[config.mk]
export PLATFORM = sky130hd
export DESIGN_NAME = uart_tx_arbiter
export DESIGN_NICKNAME = d
export VERILOG_FILES = /design/src/rtl/uart_ctrl_pkg.sv /design/src/rtl/rr_arbiter.sv /design/src/rtl/uart_tx_arbiter.sv
export SDC_FILE = /design/constraint.sdc
export NUM_CORES = 1
export LEC_CHECK = 0
export BUFFER_PORTS_ARGS = -buffer_cell sky130_fd_sc_hd__clkbuf_2
export CAP_MARGIN = 40
export CORE_AREA = 2 2 76 60
export CTS_CLUSTER_SIZE = 10
export DETAILED_ROUTE_END_ITERATION = 10
export DIE_AREA = 0 0 78 62
export PLACE_DENSITY = 0.75
export SYNTH_ARGS = -nofsm -noshare
export SYNTH_HDL_FRONTEND = slang
export SYNTH_SLANG_ARGS = --single-unit
[constraint.sdc]
create_clock -name uart_clock -period 4.38 [get_ports uart_clock]
set_input_delay 0.657 -clock uart_clock [delete_from_list [all_inputs] [get_ports uart_clock]]
set_output_delay 0.657 -clock uart_clock [all_outputs]
set_load 0.02 [all_outputs]
[src/rtl/uart_ctrl_pkg.sv]
// uart_ctrl_pkg: shared state encoding, byte width and helpers for the uart_tx arbiter
package uart_ctrl_pkg;
  localparam int UART_BYTE_W = 8;
  localparam int MIN_START_GAP = 2;
  typedef enum logic [1:0] {IDLE, LAUNCH, WAIT_DONE, GAP} arb_state_t;
  function automatic int wrap_inc(input int i, input int n);
    return (i + 1 == n) ? 0 : i + 1;
  endfunction
endpackage

[src/rtl/rr_arbiter.sv]
// rr_arbiter: combinational round-robin pick from ptr upward, or the owner alone while a packet is locked
module rr_arbiter #(
  parameter int N = 4,
  localparam int IW = $clog2(N)
) (
  input  logic [N-1:0]  req,
  input  logic [IW-1:0] ptr,
  input  logic          lock,
  input  logic [IW-1:0] owner,
  output logic [N-1:0]  gnt,
  output logic [IW-1:0] idx
);
  logic [IW-1:0] j;
  // scan from the far end back to ptr so the nearest requester at or after ptr overwrites the rest
  always_comb begin
    gnt = '0;
    idx = lock ? owner : ptr;
    j = '0;
    if (lock) gnt[owner] = req[owner];
    else for (int k = N - 1; k >= 0; k--) begin
      j = IW'((int'(ptr) + k) % N);
      if (req[j]) begin
        gnt = '0;
        gnt[j] = 1'b1;
        idx = j;
      end
    end
  end
endmodule

[src/rtl/uart_tx_arbiter.sv]
// uart_tx_arbiter: packet-locked round-robin sharing of one uart_tx; UART_ARB_TIMEOUT_EN adds a start-acknowledge watchdog
module uart_tx_arbiter
  import uart_ctrl_pkg::*;
#(
  parameter int NUM_REQ = 4,
  parameter int GAP_CYCLES = 4,
  parameter int TIMEOUT_CYCLES = 64,
  localparam int IW = $clog2(NUM_REQ)
) (
  input  logic                           uart_clock,
  input  logic                           uart_reset,
  input  logic [NUM_REQ-1:0]             req_valid,
  input  logic [NUM_REQ-1:0]             req_last,
  input  logic [UART_BYTE_W*NUM_REQ-1:0] req_data,
  output logic [NUM_REQ-1:0]             req_ready,
  output logic                           uart_start,
  output logic [UART_BYTE_W-1:0]         uart_d_in,
  input  logic                           uart_tx_ready,
  output logic [IW-1:0]                  grant_id,
  output logic                           locked,
`ifdef UART_ARB_TIMEOUT_EN
  output logic                           timeout_err,
`endif
  output logic                           busy
);
  localparam int CW = $clog2((GAP_CYCLES > TIMEOUT_CYCLES ? GAP_CYCLES : TIMEOUT_CYCLES) + 1);
  if (GAP_CYCLES < MIN_START_GAP) begin : g_gap_chk
    $error("GAP_CYCLES must be at least MIN_START_GAP so the transmitter re-arms");
  end
  arb_state_t state_q, state_d;
  logic [IW-1:0] ptr_q, ptr_d, grant_q, grant_d, win_idx;
  logic [NUM_REQ-1:0] win_gnt;
  logic locked_q, locked_d, xfer;
  logic [UART_BYTE_W-1:0] data_q, data_d;
  logic [CW-1:0] cnt_q, cnt_d;
`ifdef UART_ARB_TIMEOUT_EN
  logic err_q, err_d;
  assign timeout_err = err_q;
`endif
  rr_arbiter #(.N(NUM_REQ)) u_rr (
    .req   (req_valid),
    .ptr   (ptr_q),
    .lock  (locked_q),
    .owner (grant_q),
    .gnt   (win_gnt),
    .idx   (win_idx)
  );
  assign req_ready  = (state_q == IDLE && uart_tx_ready) ? win_gnt : '0;
  assign xfer       = |req_ready;
  assign uart_start = state_q == LAUNCH;
  assign uart_d_in  = data_q;
  assign grant_id   = grant_q;
  assign locked     = locked_q;
  assign busy       = state_q != IDLE;
  // sequence: accept a byte, raise start until the transmitter goes busy, wait for the frame, hold start low for the gap
  always_comb begin
    state_d = state_q;
    ptr_d = ptr_q;
    grant_d = grant_q;
    locked_d = locked_q;
    data_d = data_q;
    cnt_d = '0;
`ifdef UART_ARB_TIMEOUT_EN
    err_d = err_q;
`endif
    case (state_q)
      IDLE: if (xfer) begin
        state_d = LAUNCH;
        data_d = req_data[{win_idx, 3'b000} +: UART_BYTE_W];
        grant_d = win_idx;
        locked_d = ~req_last[win_idx];
        if (req_last[win_idx]) ptr_d = IW'(wrap_inc(int'(win_idx), NUM_REQ));
      end
      LAUNCH: if (!uart_tx_ready) state_d = WAIT_DONE;
`ifdef UART_ARB_TIMEOUT_EN
      else if (cnt_q == CW'(TIMEOUT_CYCLES - 1)) begin
        state_d = GAP;
        err_d = 1'b1;
        locked_d = 1'b0;
        ptr_d = IW'(wrap_inc(int'(grant_q), NUM_REQ));
      end
      else cnt_d = cnt_q + 1'b1;
`endif
      WAIT_DONE: if (uart_tx_ready) state_d = GAP;
      GAP: if (cnt_q == CW'(GAP_CYCLES - 1)) state_d = IDLE;
           else cnt_d = cnt_q + 1'b1;
      default: state_d = IDLE;
    endcase
  end
  // state and datapath registers; reset abandons any frame in flight
  always_ff @(posedge uart_clock or negedge uart_reset) begin
    if (!uart_reset) begin
      state_q <= IDLE;
      ptr_q <= '0;
      grant_q <= '0;
      locked_q <= 1'b0;
      data_q <= '0;
      cnt_q <= '0;
`ifdef UART_ARB_TIMEOUT_EN
      err_q <= 1'b0;
`endif
    end else begin
      state_q <= state_d;
      ptr_q <= ptr_d;
      grant_q <= grant_d;
      locked_q <= locked_d;
      data_q <= data_d;
      cnt_q <= cnt_d;
`ifdef UART_ARB_TIMEOUT_EN
      err_q <= err_d;
`endif
    end
  end
endmodule

# == Yosys cells after proc, flatten, opt, wreduce, memory -nomap -nowiden ==
# Cells that the tools add are included.
# op_classes
n_mux,42
eq_ne,9
add_sub_neg,5
magnitude_cmp,11
n_bitwise,2
shift,1
n_reduce_logical,12
# ops
cell,n
$shiftx 32x6->8,1
$mux 4,6
$mux 2,11
$lt 2x3->1 const B,6
$mux 7,2
$bmux 1 s2,6
$mux 1,11
$demux 1 s2,5
$ge 2x1->1 const B,5
$ne 2x2->1 const B,4
$pmux 2 s4,1
$add 7x1->7 const B,1
$eq 7x2->1 const B,1
$logic_and 1x1->1,6
$add 2x2->2 const B,2
$and 4x4->4,1
$eq 2x2->1 const B,2
$reduce_and 4->1,1
$reduce_or 4->1,1
$add 2x1->3 const B,1
$eq 3x3->1 const B,1
$reduce_and 3->1,1
$add 2x1->2 const B,1
$eq 2x1->1 const B,1
other kinds (4),4
# totals
output_inout_bits,17
in_bits,43
word_cells,88
register_bits,22

# == Depth between registers and ports, before layout ==
# depth
depth_word,14
depth_mapped,14
mapped_depth_nobuf,9

# == Modules after synthesis ==
# Synthesis repeated with hierarchy kept, for this count alone.
# hier_totals
hier_cells,157
hier_area_um2,1791.7
# by_module_without_submodules
mod,area_each_um2,n_inst,seq_area_each_um2,cells_each
uart_tx_arbiter,1244.9,1,550.5,93
rr_arbiter,546.8,1,0.0,64

# == Least setup slack after synthesis ==
# No wires, ideal clock.
# synth_timing
kind,register to register
startpoint,register ptr_q[0]
endpoint,"register data_q[1], in the netlist uart_d_in[1]"
period_less_slack_ns,3.471
required_ns,4.252
path_slack_ns,0.909
path_stages_with_launch,13
arrival_time_ns,3.344
path_buffers,4
setup_time_ns,0.128
path_cell_list,dfrtp_1 > buf_6 > buf_2 > inv_1 > ha_1 > buf_6 > mux2i_1 > o22ai_1 > a211oi_1 > o21ai_0 > nor4_4 > buf_6 > mux2_1
# synth_between
elab_chain_len,13
word_cells_on_any_way,46
classes_between,add/sub: 3; order compare: 8; shift: 1; mux: 28; reduce/logical: 6
# synth_rtl
element,line_no,rtl
start: declaration,uart_tx_arbiter.sv:31,"logic [IW-1:0] ptr_q, ptr_d, grant_q, grant_d, win_idx;"
start signal: assignment,uart_tx_arbiter.sv:104,ptr_q <= ptr_d;
$add 2x2->2,rr_arbiter.sv:21,j = IW'((int'(ptr) + k) % N);
$lt 2x3->1 (implied by the code) / $ge 2x1->1 (equally long branches),rr_arbiter.sv:24,gnt[j] = 1'b1;
$logic_and 1x1->1 (implied by the code),rr_arbiter.sv:24,
$mux 1 (implied by the code),rr_arbiter.sv:24,
$demux 1 s2,-,
$mux 4 (3 in series),rr_arbiter.sv:22,if (req[j]) begin
$mux 4 *,rr_arbiter.sv:22,
$mux 4 *,rr_arbiter.sv:19,if (lock) gnt[owner] = req[owner];
$mux 4 *,uart_tx_arbiter.sv:48,assign req_ready = (state_q == IDLE && uart_tx_ready) ? win_gnt : '0;
net req_ready[0],uart_tx_arbiter.sv:15,"output logic [NUM_REQ-1:0] req_ready,"
$reduce_or 4->1 *,uart_tx_arbiter.sv:49,assign xfer = |req_ready;
$reduce_and 2->1 (no line) *,-,
end signal: assignment,uart_tx_arbiter.sv:107,data_q <= data_d;
end: declaration,uart_tx_arbiter.sv:34,"logic [UART_BYTE_W-1:0] data_q, data_d;"
# Mark *: on every way through the listed nets, which the timed path passes. The rest lies on a longest branch. The select of a mux whose other input is x is not followed.
# A chain may end at the register's enable or synchronous reset.

# == Worst setup path after layout ==
# layout_timing
startpoint,register ptr_q[1]
endpoint,register state_q[1]
# layout_between
elab_chain_len,14
word_cells_on_any_way,40
classes_between,add/sub: 3; order compare: 8; eq/ne: 1; mux: 22; reduce/logical: 6
# layout_rtl
element,line_no,rtl
$add 2x2->2,rr_arbiter.sv:21,
$lt 2x3->1 (implied by the code) / $ge 2x1->1 (equally long branches),rr_arbiter.sv:24,
$logic_and 1x1->1 (implied by the code),rr_arbiter.sv:24,
$mux 1 (implied by the code),rr_arbiter.sv:24,
$demux 1 s2,-,
$mux 4 (3 in series),rr_arbiter.sv:22,
$mux 4 *,rr_arbiter.sv:22,
$mux 4 *,rr_arbiter.sv:19,
$mux 4 *,uart_tx_arbiter.sv:48,
$reduce_or 4->1 *,uart_tx_arbiter.sv:49,
$ne 2x2->1 (no line) *,-,
$reduce_and 4->1 (no line) *,-,
end signal: assignment,uart_tx_arbiter.sv:103,state_q <= state_d;
end: declaration,uart_tx_arbiter.sv:30,"arb_state_t state_q, state_d;"
# Every way passes the cells marked *; elsewhere a longest branch is shown, timed or not. The select of a mux whose other input is x is not followed.

==> results.md <==
- Final core utilization: between 50% and 60%
- Antenna violations before repair: 0
- Top FF cell, synth: dfrtp_1
- CP Max Fanout: 13
- CTS tree: done
- Area leader, netlist: dfrtp_1
- Clock tree sinks: 22
- Fraction of registers with async set/reset: 100%
- FMAX: between 200 and 300 MHz
- Pwr/cell area: ~710 nW/um2
- CTS Buffer Depth: 2
- Latest clock arrival within the worst-skew pair: 0.26 ns
- Die span in y: approximately 62 um
- Ant. Diodes: 0
- First-pass GRT wire length: 6.99 mm
- Vias per cell: between 5 and 6
- Synth warn: 0
- Slowest CP cell: nor4_4
- H-tree levels: 1
- Logic pwr share: between 60% and 70%
- # setup viols final: 0
- Core box area: between 4000 and 5000 um2
- Clk pwr share: roughly 8.6%
- CTS resizes: 0
- Setup bufs post-CTS: 0
- CP endpoint kind: flop
- Unrepaired setup endpoints after global routing: false
- Crit path kind: flop to flop
- Sequential cell area: about 550 um2
- # DRC: 0
- Top-area cell type share of the netlist area: a little over a quarter
- Most frequent cells in the layout: clkbuf_2 (59), dfrtp_1 (22), nand2_1 (18)
- Worst Path Buf+Inv: 1
- Syn Nets: between 200 and 300
- Multi-input combinational cell area: ~1400 um2
- Largest net degree at the start of global routing: 27
- Post-Syn Instances: around 200
- Post-synth EDFFs: 0
- Reg2Reg Setup Slack: around 0.55 ns
- Cts hold-fix bufs: 0
- Site Rows: 21
- Hold Fails Final Rpt: 0
- Largest cells by area after synthesis: dfrtp_1 (27%), mux4_2 (11%), ha_1 (8.0%), mux2i_1 (7.9%), mux2_2 (5.5%)
- Status: completed
- Flops & latches, synth: 22
- Min-Delay Path Class: primary input to async pin
- Slew HR: ~45%
- Routability cong.: roughly 0.86
- Element type at the critical path start: flop
- Sequential Power Share: 22.2%
- Drt first pass iters: 4
- Fill cells: roughly 390
- Max incr delay on CP: ~0.72 ns
- Vias in the first global route: 1467
- Sequential fraction of the synthesis area: 27.0%
- IO buf count: just under 60
- Max-slew violations: 0
- GRT Residual Overflow: 0
- Top-Level Pins: 60
- Initial DRC Count: around 150
- Synthesis-to-layout area growth: 17.0%
- Die area: around 4800 um2
- Crit share post-route: ~87%
- Critical-path cell list: inv_1, ha_1, mux2i_1, o22ai_1, a211oi_1, o21ai_1, nor4_4, a21oi_2, mux2_4
- Max Cap Viol: 0
- Internal: 0.924 mW
- Largest delay share family, worst path: multiplexers
- Total track usage: 18.4%
- Drt wl/cell: 13.9 um
- CP Data Arrival Time: a little under 4 ns
- Commonest non-fill, non-tap cell in the layout: clkbuf_2
- Post-Route Setup TNS: 0 ns
- Clock-pin slew on the worst setup and hold paths: ~0.080 ns
- Routed Antenna Nets: 0
- Critical Path RT: approximately 4.5 ns
- NetSw: roughly 0.77 mW
- Routed Wire Length: 4.31 mm
- Clock Tree Root: clkbuf_8
- Die Width: 78 um
- Leakage: around 1.1 nW
- DR vias: about 1700
- Final min period: between 3 and 4 ns
- Tightest Pin Transition: 0.824 ns
- Layout Skew: 0.00724 ns
- Post-DP HPWL: roughly 3.4 mm
- Worst IR Drop VDD: between 300 and 400 uV
- Cts bufs inserted: 3
- Fraction of layout cells with a size suffix above 1: 37.5%
- Switching part of the total power: ~46%
- Starting density of the core: roughly half
- Avg Inst Size Synth: 10.1 um2
- Layout Nets: between 300 and 400
- Post-synth cell types: 42
- Post-synthesis cell area: slightly above 2000 um2
-- kinds of logic (layout without fill, tap and decap cells) --
family | count (synthesis) | count (layout) | synth area share (%)
and+or+nand+nor | 55 | 55 | 14.7
AOI/OAI and AO/OA | 46 | 46 | 16.2
muxes | 38 | 38 | 25.7
DFF | 22 | 22 | 27.0
buffers and inverters | 22 | 74 | 6.26
adders and majority gates | 13 | 13 | 7.98
xor gates and xnor gates | 5 | 5 | 2.15
-- state kept, by name (all words and copies together), names as in the netlist --
name	count
cnt_q	7
grant_id	2
locked	1
ptr_q	2
state_q	2
uart_d_in	8
-- worst paths after layout --
kind	from	end	depth (start not counted)
worst max-delay path	ptr_q[1]	state_q[1]	9
worst min-delay path	uart_reset	uart_d_in[2]	1
worst max register to register	ptr_q[1]	state_q[1]	9
worst min register to register	cnt_q[0]	cnt_q[0]	1
max in group asynchronous	uart_reset	cnt_q[2]	1
min in group uart_clock	cnt_q[0]	cnt_q[0]	1
-- cell type report --
type	count	area share [%]
sequential	22	23.1
tap	57	2.99
timing repair buffer	62	13.3
clock buffer	4	2.31
multi-input combinational	157	57.0
inverter	8	1.26
-- power groups by stage --
stage	Sequential (mW)	Clock, mW	Combinational [mW]
6_report	0.376	0.145	1.18
5_1_grt	0.390	0.158	1.29
4_1_cts	0.377	0.148	1.18
3_5_place_dp	0.380	0	1.18
3_3_place_gp	0.375	0	1.17
2_1_floorplan	0.406	0	0.944
-- Yosys cell counts (2+ instances only) --
| cell type | count |
|---|---|
| nand2_1 | 18 |
| nand2b_1 | 6 |
| ha_1 | 13 |
| o22ai_1 | 8 |
| or3b_2 | 2 |
| a211o_1 | 2 |
| nor2_1 | 11 |
| nand3_1 | 4 |
| o21ai_0 | 6 |
| o21ai_1 | 2 |
| a21oi_1 | 7 |
| mux2i_1 | 16 |
| a21o_1 | 5 |
| dfrtp_1 | 22 |
| nand3b_1 | 4 |
| nor3_1 | 2 |
| o211ai_1 | 5 |
| buf_2 | 4 |
| clkbuf_2 | 2 |
| mux4_2 | 10 |
| mux2_2 | 10 |
| o21a_1 | 2 |
| inv_1 | 8 |
| buf_6 | 5 |
| and3_1 | 2 |
| xor2_1 | 2 |
| a211oi_1 | 4 |
| xnor2_1 | 3 |
| clkbuf_1 | 3 |
-- through the flow --
stage	setup slack [ns]	total power [mW]	instance area (um2)	std cells	hold WS, ns
after floorplan	0.909	1.35	2040	201	0.361
final	0.553	1.70	2380	310	0.365
after global routing	0.314	1.84	2380	310	0.402
after CTS	0.560	1.71	2380	310	0.384
after global placement	0.747	1.54	2330	306	0.452
after detailed placement	0.584	1.56	2330	306	0.459
-- worst reg2reg max path: stages, from the launching register on --
cell,delay (ns)
dfrtp_1,0.64
inv_1,0.22
ha_1,0.50
mux2i_1,0.49
o22ai_1,0.17
a211oi_1,0.30
o21ai_1,0.18
nor4_4,0.72
a21oi_2,0.17
mux2_4,0.32
-- layer usage --
layer | wire length (um) | part of all wire, % | track usage [%]
met5 | 0 | 0 | 0
met3 | 250 | 5.8 | 5.20
met2 | 1910 | 44 | 29.2
met1 | 2140 | 50 | 26.1
met4 | 10 | 0.23 | 3.01
No activity file was read; power rests on OpenSTA's default activity.
